`config.mk`:
```
export PLATFORM = sky130hd
export DESIGN_NAME = riscv_checkpoint_monitor
export DESIGN_NICKNAME = d
export VERILOG_FILES = /design/src/rtl/riscv_checkpoint_monitor.sv
export SDC_FILE = /design/constraint.sdc
export NUM_CORES = 2
export LEC_CHECK = 0
export ABC_CLOCK_PERIOD_IN_PS = 10510
export CAP_MARGIN = 25
export CELL_PAD_IN_SITES_DETAIL_PLACEMENT = 1
export CELL_PAD_IN_SITES_GLOBAL_PLACEMENT = 2
export CORE_MARGIN = 2
export CORE_UTILIZATION = 30
export DETAILED_ROUTE_END_ITERATION = 12
export GPL_ROUTABILITY_DRIVEN = 0
export PLACE_DENSITY_LB_ADDON = 0.1
export SLEW_MARGIN = 20
export SYNTH_ARGS = -nofsm -noshare
export SYNTH_HDL_FRONTEND = slang
export SYNTH_SLANG_ARGS = --single-unit
```
`constraint.sdc`:
```
create_clock -name CLK -period 10.51 [get_ports CLK]
set_clock_uncertainty 0.2 [all_clocks]
set_input_delay 2.102 -clock CLK [delete_from_list [all_inputs] [get_ports CLK]]
set_output_delay 2.102 -clock CLK [all_outputs]
set_load 0.02 [all_outputs]
```
`src/rtl/riscv_checkpoint_monitor.sv`:
```
// riscv_checkpoint_monitor
//   Watches a RISC-V core's retired-instruction count, output port and halt
//   flag, and checks them against a loadable table of checkpoints. Each
//   checkpoint is an instruction count plus the OUTPUT_PORT value expected
//   at that count. Checkpoints are checked strictly in table order.
//   The result is reported as pass, fail or timeout, together with a cycle
//   count and details of the failure.
//
//   Optional build macro CHK_MASK_EN: adds a per-entry compare mask
//   (LOAD_MASK input). When it is not defined, the full width is compared.
//
// Ports
//   CLK, RST          clock (rising edge), asynchronous active-high reset
//   LOAD_EN/IDX/INST/ANS  table write port, honoured in IDLE only
//   LOAD_MASK         per-entry compare mask (CHK_MASK_EN builds only)
//   START             leave IDLE and begin RUN
//   NUM_INST, OUTPUT_PORT, HALT  observed core signals
//   DONE, PASS        terminal-state flags
//   FAIL_CODE         0 none, 1 mismatch, 2 skipped, 3 missing at halt
//   FAIL_IDX/GOT/EXP  failing entry, captured OUTPUT_PORT, expected value
//   CHK_CNT           checkpoints passed so far
//   CYCLE             RUN cycles elapsed (saturating)
module riscv_checkpoint_monitor #(
  parameter int NUM_CHK = 17,
  parameter int IDX_W   = 5,
  parameter int DWIDTH  = 32,
  parameter int CWIDTH  = 32,
  parameter int TIMEOUT = 100000
) (
  input  logic              CLK,
  input  logic              RST,
  input  logic              LOAD_EN,
  input  logic [IDX_W-1:0]  LOAD_IDX,
  input  logic [DWIDTH-1:0] LOAD_INST,
  input  logic [DWIDTH-1:0] LOAD_ANS,
`ifdef CHK_MASK_EN
  input  logic [DWIDTH-1:0] LOAD_MASK,
`endif
  input  logic              START,
  input  logic [DWIDTH-1:0] NUM_INST,
  input  logic [DWIDTH-1:0] OUTPUT_PORT,
  input  logic              HALT,
  output logic              DONE,
  output logic              PASS,
  output logic [1:0]        FAIL_CODE,
  output logic [IDX_W-1:0]  FAIL_IDX,
  output logic [DWIDTH-1:0] FAIL_GOT,
  output logic [DWIDTH-1:0] FAIL_EXP,
  output logic [IDX_W-1:0]  CHK_CNT,
  output logic [CWIDTH-1:0] CYCLE
);

  localparam logic [IDX_W-1:0]  NUM_CHK_I = IDX_W'(NUM_CHK);
  localparam logic [CWIDTH-1:0] TOUT_LAST = CWIDTH'(TIMEOUT - 1);

  typedef enum logic [2:0] {S_IDLE, S_RUN, S_PASS, S_FAIL, S_TOUT} state_t;

  state_t            state_q, state_d;
  logic [IDX_W-1:0]  ptr_q, ptr_d;
  logic [CWIDTH-1:0] cycle_q, cycle_d;
  logic [1:0]        code_q, code_d;
  logic [IDX_W-1:0]  fidx_q, fidx_d;
  logic [DWIDTH-1:0] got_q, got_d;
  logic [DWIDTH-1:0] exp_q, exp_d;

  // Checkpoint table; deliberately not reset so it survives an aborted run.
  logic [DWIDTH-1:0] inst_mem [NUM_CHK];
  logic [DWIDTH-1:0] ans_mem  [NUM_CHK];
`ifdef CHK_MASK_EN
  logic [DWIDTH-1:0] mask_mem [NUM_CHK];
`endif

  always_ff @(posedge CLK) begin
    if (LOAD_EN && state_q == S_IDLE && LOAD_IDX < NUM_CHK_I) begin
      inst_mem[LOAD_IDX] <= LOAD_INST;
      ans_mem[LOAD_IDX]  <= LOAD_ANS;
`ifdef CHK_MASK_EN
      mask_mem[LOAD_IDX] <= LOAD_MASK;
`endif
    end
  end

  logic             ptr_valid, hit, skip, ans_ok;
  logic [IDX_W-1:0] cur_idx, ptr_adv, adv_idx;
  logic             fail_now;
  logic [1:0]       fcode;
  logic [IDX_W-1:0] fidx;
  logic [DWIDTH-1:0] fexp;

  always_comb begin
    state_d  = state_q;
    ptr_d    = ptr_q;
    cycle_d  = cycle_q;
    code_d   = code_q;
    fidx_d   = fidx_q;
    got_d    = got_q;
    exp_d    = exp_q;
    fail_now = 1'b0;
    fcode    = 2'd0;
    fidx     = '0;
    fexp     = '0;

    ptr_valid = ptr_q < NUM_CHK_I;
    cur_idx   = ptr_valid ? ptr_q : '0;
    hit       = ptr_valid && (NUM_INST == inst_mem[cur_idx]);
    skip      = ptr_valid && (NUM_INST > inst_mem[cur_idx]);
`ifdef CHK_MASK_EN
    ans_ok    = (OUTPUT_PORT & mask_mem[cur_idx]) == (ans_mem[cur_idx] & mask_mem[cur_idx]);
`else
    ans_ok    = OUTPUT_PORT == ans_mem[cur_idx];
`endif
    // Pointer as it stands after this cycle's compare; HALT is judged on it
    // so a match that completes the table can pass in the same cycle.
    ptr_adv   = (hit && ans_ok) ? ptr_q + IDX_W'(1) : ptr_q;
    adv_idx   = (ptr_adv < NUM_CHK_I) ? ptr_adv : '0;

    unique case (state_q)
      S_IDLE: begin
        if (START) begin
          state_d = S_RUN;
          ptr_d   = '0;
          cycle_d = '0;
        end
      end
      S_RUN: begin
        ptr_d = ptr_adv;
        if (hit && !ans_ok) begin
          fail_now = 1'b1;
          fcode    = 2'd1;
          fidx     = ptr_q;
          fexp     = ans_mem[cur_idx];
        end else if (skip) begin
          fail_now = 1'b1;
          fcode    = 2'd2;
          fidx     = ptr_q;
          fexp     = ans_mem[cur_idx];
        end else if (HALT && ptr_adv != NUM_CHK_I) begin
          fail_now = 1'b1;
          fcode    = 2'd3;
          fidx     = ptr_adv;
          fexp     = ans_mem[adv_idx];
        end

        if (fail_now) begin
          state_d = S_FAIL;
          code_d  = fcode;
          fidx_d  = fidx;
          got_d   = OUTPUT_PORT;
          exp_d   = fexp;
        end else if (HALT) begin
          state_d = S_PASS;
        end else if (TIMEOUT != 0 && cycle_q == TOUT_LAST) begin
          state_d = S_TOUT;
        end

        // CYCLE freezes on the terminal transition, so TOUT reports TIMEOUT-1.
        if (state_d == S_RUN && cycle_q != '1) cycle_d = cycle_q + CWIDTH'(1);
      end
      default: ;
    endcase
  end

  always_ff @(posedge CLK or posedge RST) begin
    if (RST) begin
      state_q <= S_IDLE;
      ptr_q   <= '0;
      cycle_q <= '0;
      code_q  <= '0;
      fidx_q  <= '0;
      got_q   <= '0;
      exp_q   <= '0;
    end else begin
      state_q <= state_d;
      ptr_q   <= ptr_d;
      cycle_q <= cycle_d;
      code_q  <= code_d;
      fidx_q  <= fidx_d;
      got_q   <= got_d;
      exp_q   <= exp_d;
    end
  end

  assign DONE      = (state_q == S_PASS) || (state_q == S_FAIL) || (state_q == S_TOUT);
  assign PASS      = state_q == S_PASS;
  assign FAIL_CODE = code_q;
  assign FAIL_IDX  = fidx_q;
  assign FAIL_GOT  = got_q;
  assign FAIL_EXP  = exp_q;
  assign CHK_CNT   = ptr_q;
  assign CYCLE     = cycle_q;

endmodule

```
-- Word level (Yosys, flattened, before mapping)
Memories as Yosys holds them, arrays and structs flattened.
Cells that the tools add are included.
Widths: inputs -> output; s select.
- add/subtract/negate cells: 2
- order comparisons: 4
- eq/ne operators: 12
- mux-type cells: 29
- reduce and logical (&&, ||, !) cells: 16
- operators by type and width (cell ; number):
    $mux 32 ; 5
    $eq 32x32->1 ; 2
    $pmux 32 s2 ; 1
    $mux 5 ; 7
    $add 32x1->32 const B ; 1
    $eq 32x17->1 const B ; 1
    $gt 32x32->1 ; 1
    $ne 32x32->1 const B ; 1
    $lt 5x5->1 const B ; 3
    $mux 3 ; 5
    $pmux 5 s2 ; 1
    $logic_and 1x1->1 ; 8
    $eq 3x1->1 const B ; 2
    $eq 3x2->1 const B ; 2
    $mux 1 ; 6
    $mux 2 ; 3
    $pmux 3 s2 ; 1
    $add 5x1->5 const B ; 1
    $ne 5x5->1 const B ; 1
    $ne 2x2->1 const B ; 2
    $reduce_and 2->1 ; 2
    $eq 3x3->1 const B ; 1
    $logic_not 3->1 ; 1
    $reduce_and 3->1 ; 1
    other kinds (3) ; 4
- register bits after elaboration: 111
- memory bits (writable): 1088
- bits of input ports: 138
- output and inout port bits: 110
- word-level logic and storage cells: 72
- memories: 2
- memories (name ; words ; bits a word ; rd ports ; clocked after Yosys merged registers in ; write ports ; line ; text):
    ans_mem ; 17 ; 32 ; 2 ; 0 ; 1 ; 68 ; logic [DWIDTH-1:0] ans_mem [NUM_CHK];
    inst_mem ; 17 ; 32 ; 1 ; 0 ; 1 ; 67 ; logic [DWIDTH-1:0] inst_mem [NUM_CHK];

-- Longest topological paths before layout
An unclocked memory read counts as a cell.
- depth in word-level cells: 19
- mapped depth: 27
- mapped depth without buffers: 20

-- Least setup slack after synthesis
OpenSTA, ideal clock, no wires.
- kind: input to register
- from: input port LOAD_IDX[1]
- to: memory ans_mem[16][0] (enable)
- setup time: 0.651 ns
- arrival: 8.444 ns
- data required time: 9.659 ns
- path slack: 1.215 ns
- stages: 2
- buffers on the path: 1
- cell sequence: buf_1 > nor4_1
- longest elaborated chain between the ends: 4
- ends and longest elaborated chain (item ; line ; text):
    start, declared ; 33 ; input logic [IDX_W-1:0] LOAD_IDX,
    $lt 5x5->1 ; 74 ; if (LOAD_EN && state_q == S_IDLE && LOAD_IDX < NUM_CHK_I) begin
    $logic_and 1x1->1 ; 74 ;
    $mux 1 ; 74 ;
    $mux 1 (not written as such) ; 76 ; ans_mem[LOAD_IDX] <= LOAD_ANS;
    end, declared ; 68 ;
Several ways; a longest one is shown, not always the timed one.

-- Final worst setup path
- from: register ptr_q[0], in the netlist CHK_CNT[0]
- to: register exp_q[15], in the netlist FAIL_EXP[15]
- longest elaborated chain between the ends: 14
- elaborated cells between the ends (all ways): 26
- those cells by class: add/sub (1); order compare (3); eq/ne (3); mux (10); reduce/logical (7); memory (2)
- ends and longest elaborated chain (item ; line ; text):
    start, declared ; 59 ; logic [IDX_W-1:0] ptr_q, ptr_d;
    start signal, assigned ; 174 ; ptr_q <= ptr_d;
    parallel branches: the longest is 14 deep, another holds $mem_v2 17x32 ; n/a ;
    end signal, assigned ; 179 ; exp_q <= exp_d;
    end, declared ; 64 ; logic [DWIDTH-1:0] exp_q, exp_d;
Parallel ways; which one is timed is not known. The select of a mux whose other input is x is not followed.
A chain may end at the register's enable or synchronous reset.

==> results by group <==
Routing
  • Vias per Instance: 5.69
  • Wire length per cell: approximately 36 um
  • Drt drc: 0
  • Total number of vias: 37.0k
  • Initial DRT Pass Iterations: 5
  • Antenna Violating Nets Remaining: 0
  • Final WL: 231 mm
  • Iter 0 DRT Violations: approximately 3.1k

Logic synthesis
  • Distinct cell type count after synthesis: 94
  • Post-synth top area share: roughly 60%
  • Seq/Total Area, Yosys: approximately 65%
  • Syn avg cell area: 14.5 um^2
  • Top-count cell post-synth: edfxtp_1
  • FFs w/ async S/R, synth: 9.26%
  • Cell area after synthesis: 0.0547 mm^2
  • Synth top area cells: edfxtp_1, mux4_2, dfrtp_1, mux2i_1, nand2_1
  • Yosys reg bits: approximately 1.2k
  • Yosys top cell by area: edfxtp_1
  • Post-Syn Nets: roughly 3.9k
  • Warnings from Yosys: 0
  • Ys flop type: edfxtp_1
  • Gate Count Post-Synth: 3766
  • Commonest cells in the netlist: edfxtp_1, nand2_1, a21oi_1
  • Number of enable flip-flop cells after synthesis: 1088

GRT
  • Largest net degree at the start of global routing: 107
  • Grt total ovfl: 0
  • Number of global-route vias before repair: ~39k
  • Initial antenna violation count: 19
  • First-pass GRT wire length: 319 mm
  • Tot GR Track Use: between 20 and 25%

CTS
  • Worst-Skew Late Latency: 0.82 ns
  • Cts hold-fix bufs: 0
  • H-tree levels: 4
  • PostCTS Resize Cnt: 0
  • CTS clock-pin slew for the worst setup and hold paths: 0.06 ns
  • Clock Tree Root: clkbuf_16
  • CTS sink cnt: roughly 1.2k
  • CTS max path bufs: 3
  • CTS Buf Count: 149
  • CTS tree: built
  • Setup Fix Bufs, Post-CTS: 0

Worst hold path
  • Min-Delay Path Class: flop to flop

Floorplanning
  • Die width: 431 um
  • DIE HEIGHT: around 430 um
  • Core Rows: 156
  • Die area: 0.186 mm^2
  • Io pins: 248
  • Core box area: 0.181 mm^2
  • Initial Utilization: 30.2%

Finish
  • Final nets: roughly 4.2k
  • Area delta synth->final: 18.6%
  • Final Cell Area: 0.0648 mm^2
  • Layout cells sized above 1: between 10% and 20%

Worst setup path
  • Critical path's slowest cell: dfrtp_4
  • Critical path peak fanout: 51
  • Crit-path max cell delay: around 0.9 ns
  • Crit-path cells: nor2b_4 > buf_12 > mux4_2 > nand2_1 > nand3_1 > and3_1 > a21oi_1 > ha_1 > nand4_1 > nor2_1 > nand4_1 > nand4b_1 > nor4b_4 > o2111ai_4 > nor4_1 > nand3_1 > o211ai_1 > buf_4 > nand2b_2 > buf_4 > buf_4 > o22ai_1 > nor4_1 > o31ai_1
  • CP Class: flop to flop
  • CP arrival: 9.36 ns
  • WP buf/inv: 4
  • Crit path launch type: flop
  • Critical path endpoint category: flop
  • Kind of cell adding the most delay to the critical path: simple AND/OR/NAND/NOR gates
  • Crit-path most repeated cell: buf_4
  • WP data required: 10.98 ns

Place
  • Placed cell areas: 0.0601 mm^2
  • # port buffers: between 200 and 250
  • Post-Place Worst Slack: 1.69 ns
  • HPWL Detailed: between 100 and 150 mm

Timing
  • Tmin final: 8.89 ns
  • Final setup fails: 0
  • Slew Limit Fails: 0
  • Setup tns final: 0 ns
  • Slew headroom: 30.0%
  • RSZ-0062 raised after global routing: no
  • Least-Margin Pin Slew: 1.05 ns
  • Final hold vios: 0
  • Fin crit share: between 80% and 90%
  • Setup WS post-layout: 1.62 ns
  • Peak Freq: 0.113 GHz

Power and ir drop
  • Leak Pwr: 20.8 nW
  • Power Dens Cells: slightly above 200 mW/mm^2
  • Worst VDD drop: 0.000157 V

Run status
  • Status: complete, no violations

Run
  • Max_cap viols: 0
layer usage:
| layer | track usage (%) | routed length (um) | vias to the layer above |
|---|---|---|---|
| li1 | - | - | 15572 |
| met1 | 32.2 | 99100 | 19872 |
| met2 | 42.0 | 114000 | 1154 |
| met3 | 3.50 | 10900 | 358 |
| met4 | 7.78 | 6980 | 12 |
| met5 | 0 | 82 | - |
sequential cells by signal, summed over array words and instances, names as in the netlist:
signal and cells:
CHK_CNT 5, CYCLE 32, FAIL_CODE 2, FAIL_EXP 32, FAIL_GOT 32, FAIL_IDX 5
ans_mem 544, inst_mem 544, state_q 3
path summary, 6_finish.rpt:
check	depth (start not counted)	to	startpoint	slack (ns)
worst max-delay path	24	FAIL_EXP[15]$_DFFE_PP0P_	CHK_CNT[0]$_DFFE_PP0P_	1.62
worst min-delay path	1	FAIL_IDX[0]$_DFFE_PP0P_	FAIL_IDX[0]$_DFFE_PP0P_	0.28
worst max register to register	24	FAIL_EXP[15]$_DFFE_PP0P_	CHK_CNT[0]$_DFFE_PP0P_	1.62
worst min register to register	1	FAIL_IDX[0]$_DFFE_PP0P_	FAIL_IDX[0]$_DFFE_PP0P_	0.28
max in group asynchronous	4	FAIL_EXP[24]$_DFFE_PP0P_	RST	7.20
min in group asynchronous	2	CYCLE[14]$_DFFE_PP0P_	RST	1.64
kinds of logic (layout without fill, tap and decap cells):
kind of cell	after synthesis	count (layout)	share of synthesized area [%]
xor+xnor	114	114	1.83
compound gates	899	899	11.8
buf+inv	295	657	2.70
mux	396	396	10.9
other cells	0	3	0
flops	1199	1199	64.9
simple gates	829	829	7.18
fa+ha+maj	34	34	0.778
through the flow:
step / total power, W / util (%) / hold WS, ns / std cells
after floorplan: 0.00688 / - / 0.318 / 3766
after global placement: 0.00839 / 33.2 / 0.264 / 6225
after detailed placement: 0.00840 / 33.2 / 0.271 / 6225
after CTS: 0.0134 / 35.8 / 0.284 / 6495
after global routing: 0.0137 / 35.8 / 0.305 / 6500
final: 0.0133 / 35.8 / 0.279 / 6501
cell usage in the layout (no fill, tap or decap), types with 105 or more instances in the layout:
| cell type | instances |
|---|---|
| buf_4 | 112 |
| nand2_1 | 351 |
| a21oi_1 | 251 |
| nor2_1 | 113 |
| a221oi_1 | 117 |
| o22ai_1 | 105 |
| clkdlybuf4s50_1 | 247 |
| dfrtp_1 | 107 |
| edfxtp_1 | 1088 |
| clkbuf_16 | 152 |
| mux4_2 | 153 |
| mux2i_1 | 194 |
final cells by class:
type                            count  area [um^2]
Tap cell                         2370         2970
Timing Repair Buffer              374         3600
Inverter                           13         53.8
Clock buffer                      199         4050
Multi-Input combinational cell   2272        18100
Sequential cell                  1199        35500
Fill cell                       18521       116000
Antenna cell                        3         7.51
Clock inverter                     71          587
worst reg2reg max path: stages (launching register included):
cell and delay (ns):
dfrtp_4 0.90, nor2b_4 0.93, buf_12 0.49, mux4_2 0.59, nand2_1 0.10, nand3_1 0.09, and3_1 0.24, a21oi_1 0.15
ha_1 0.17, nand4_1 0.19, nor2_1 0.31, nand4_1 0.37, nand4b_1 0.63, nor4b_4 0.42, o2111ai_4 0.31, nor4_1 0.31
nand3_1 0.11, o211ai_1 0.15, buf_4 0.43, nand2b_2 0.52, buf_4 0.43, buf_4 0.24, o22ai_1 0.11, nor4_1 0.29
o31ai_1 0.10
power by group:
group,total [W],switching [W],internal [W]
logic,0.00287,0.00199,0.000880
registers,0.00545,0.000158,0.00529
clock network,0.00497,0.00215,0.00282
Power figures use the tool's default switching activity.
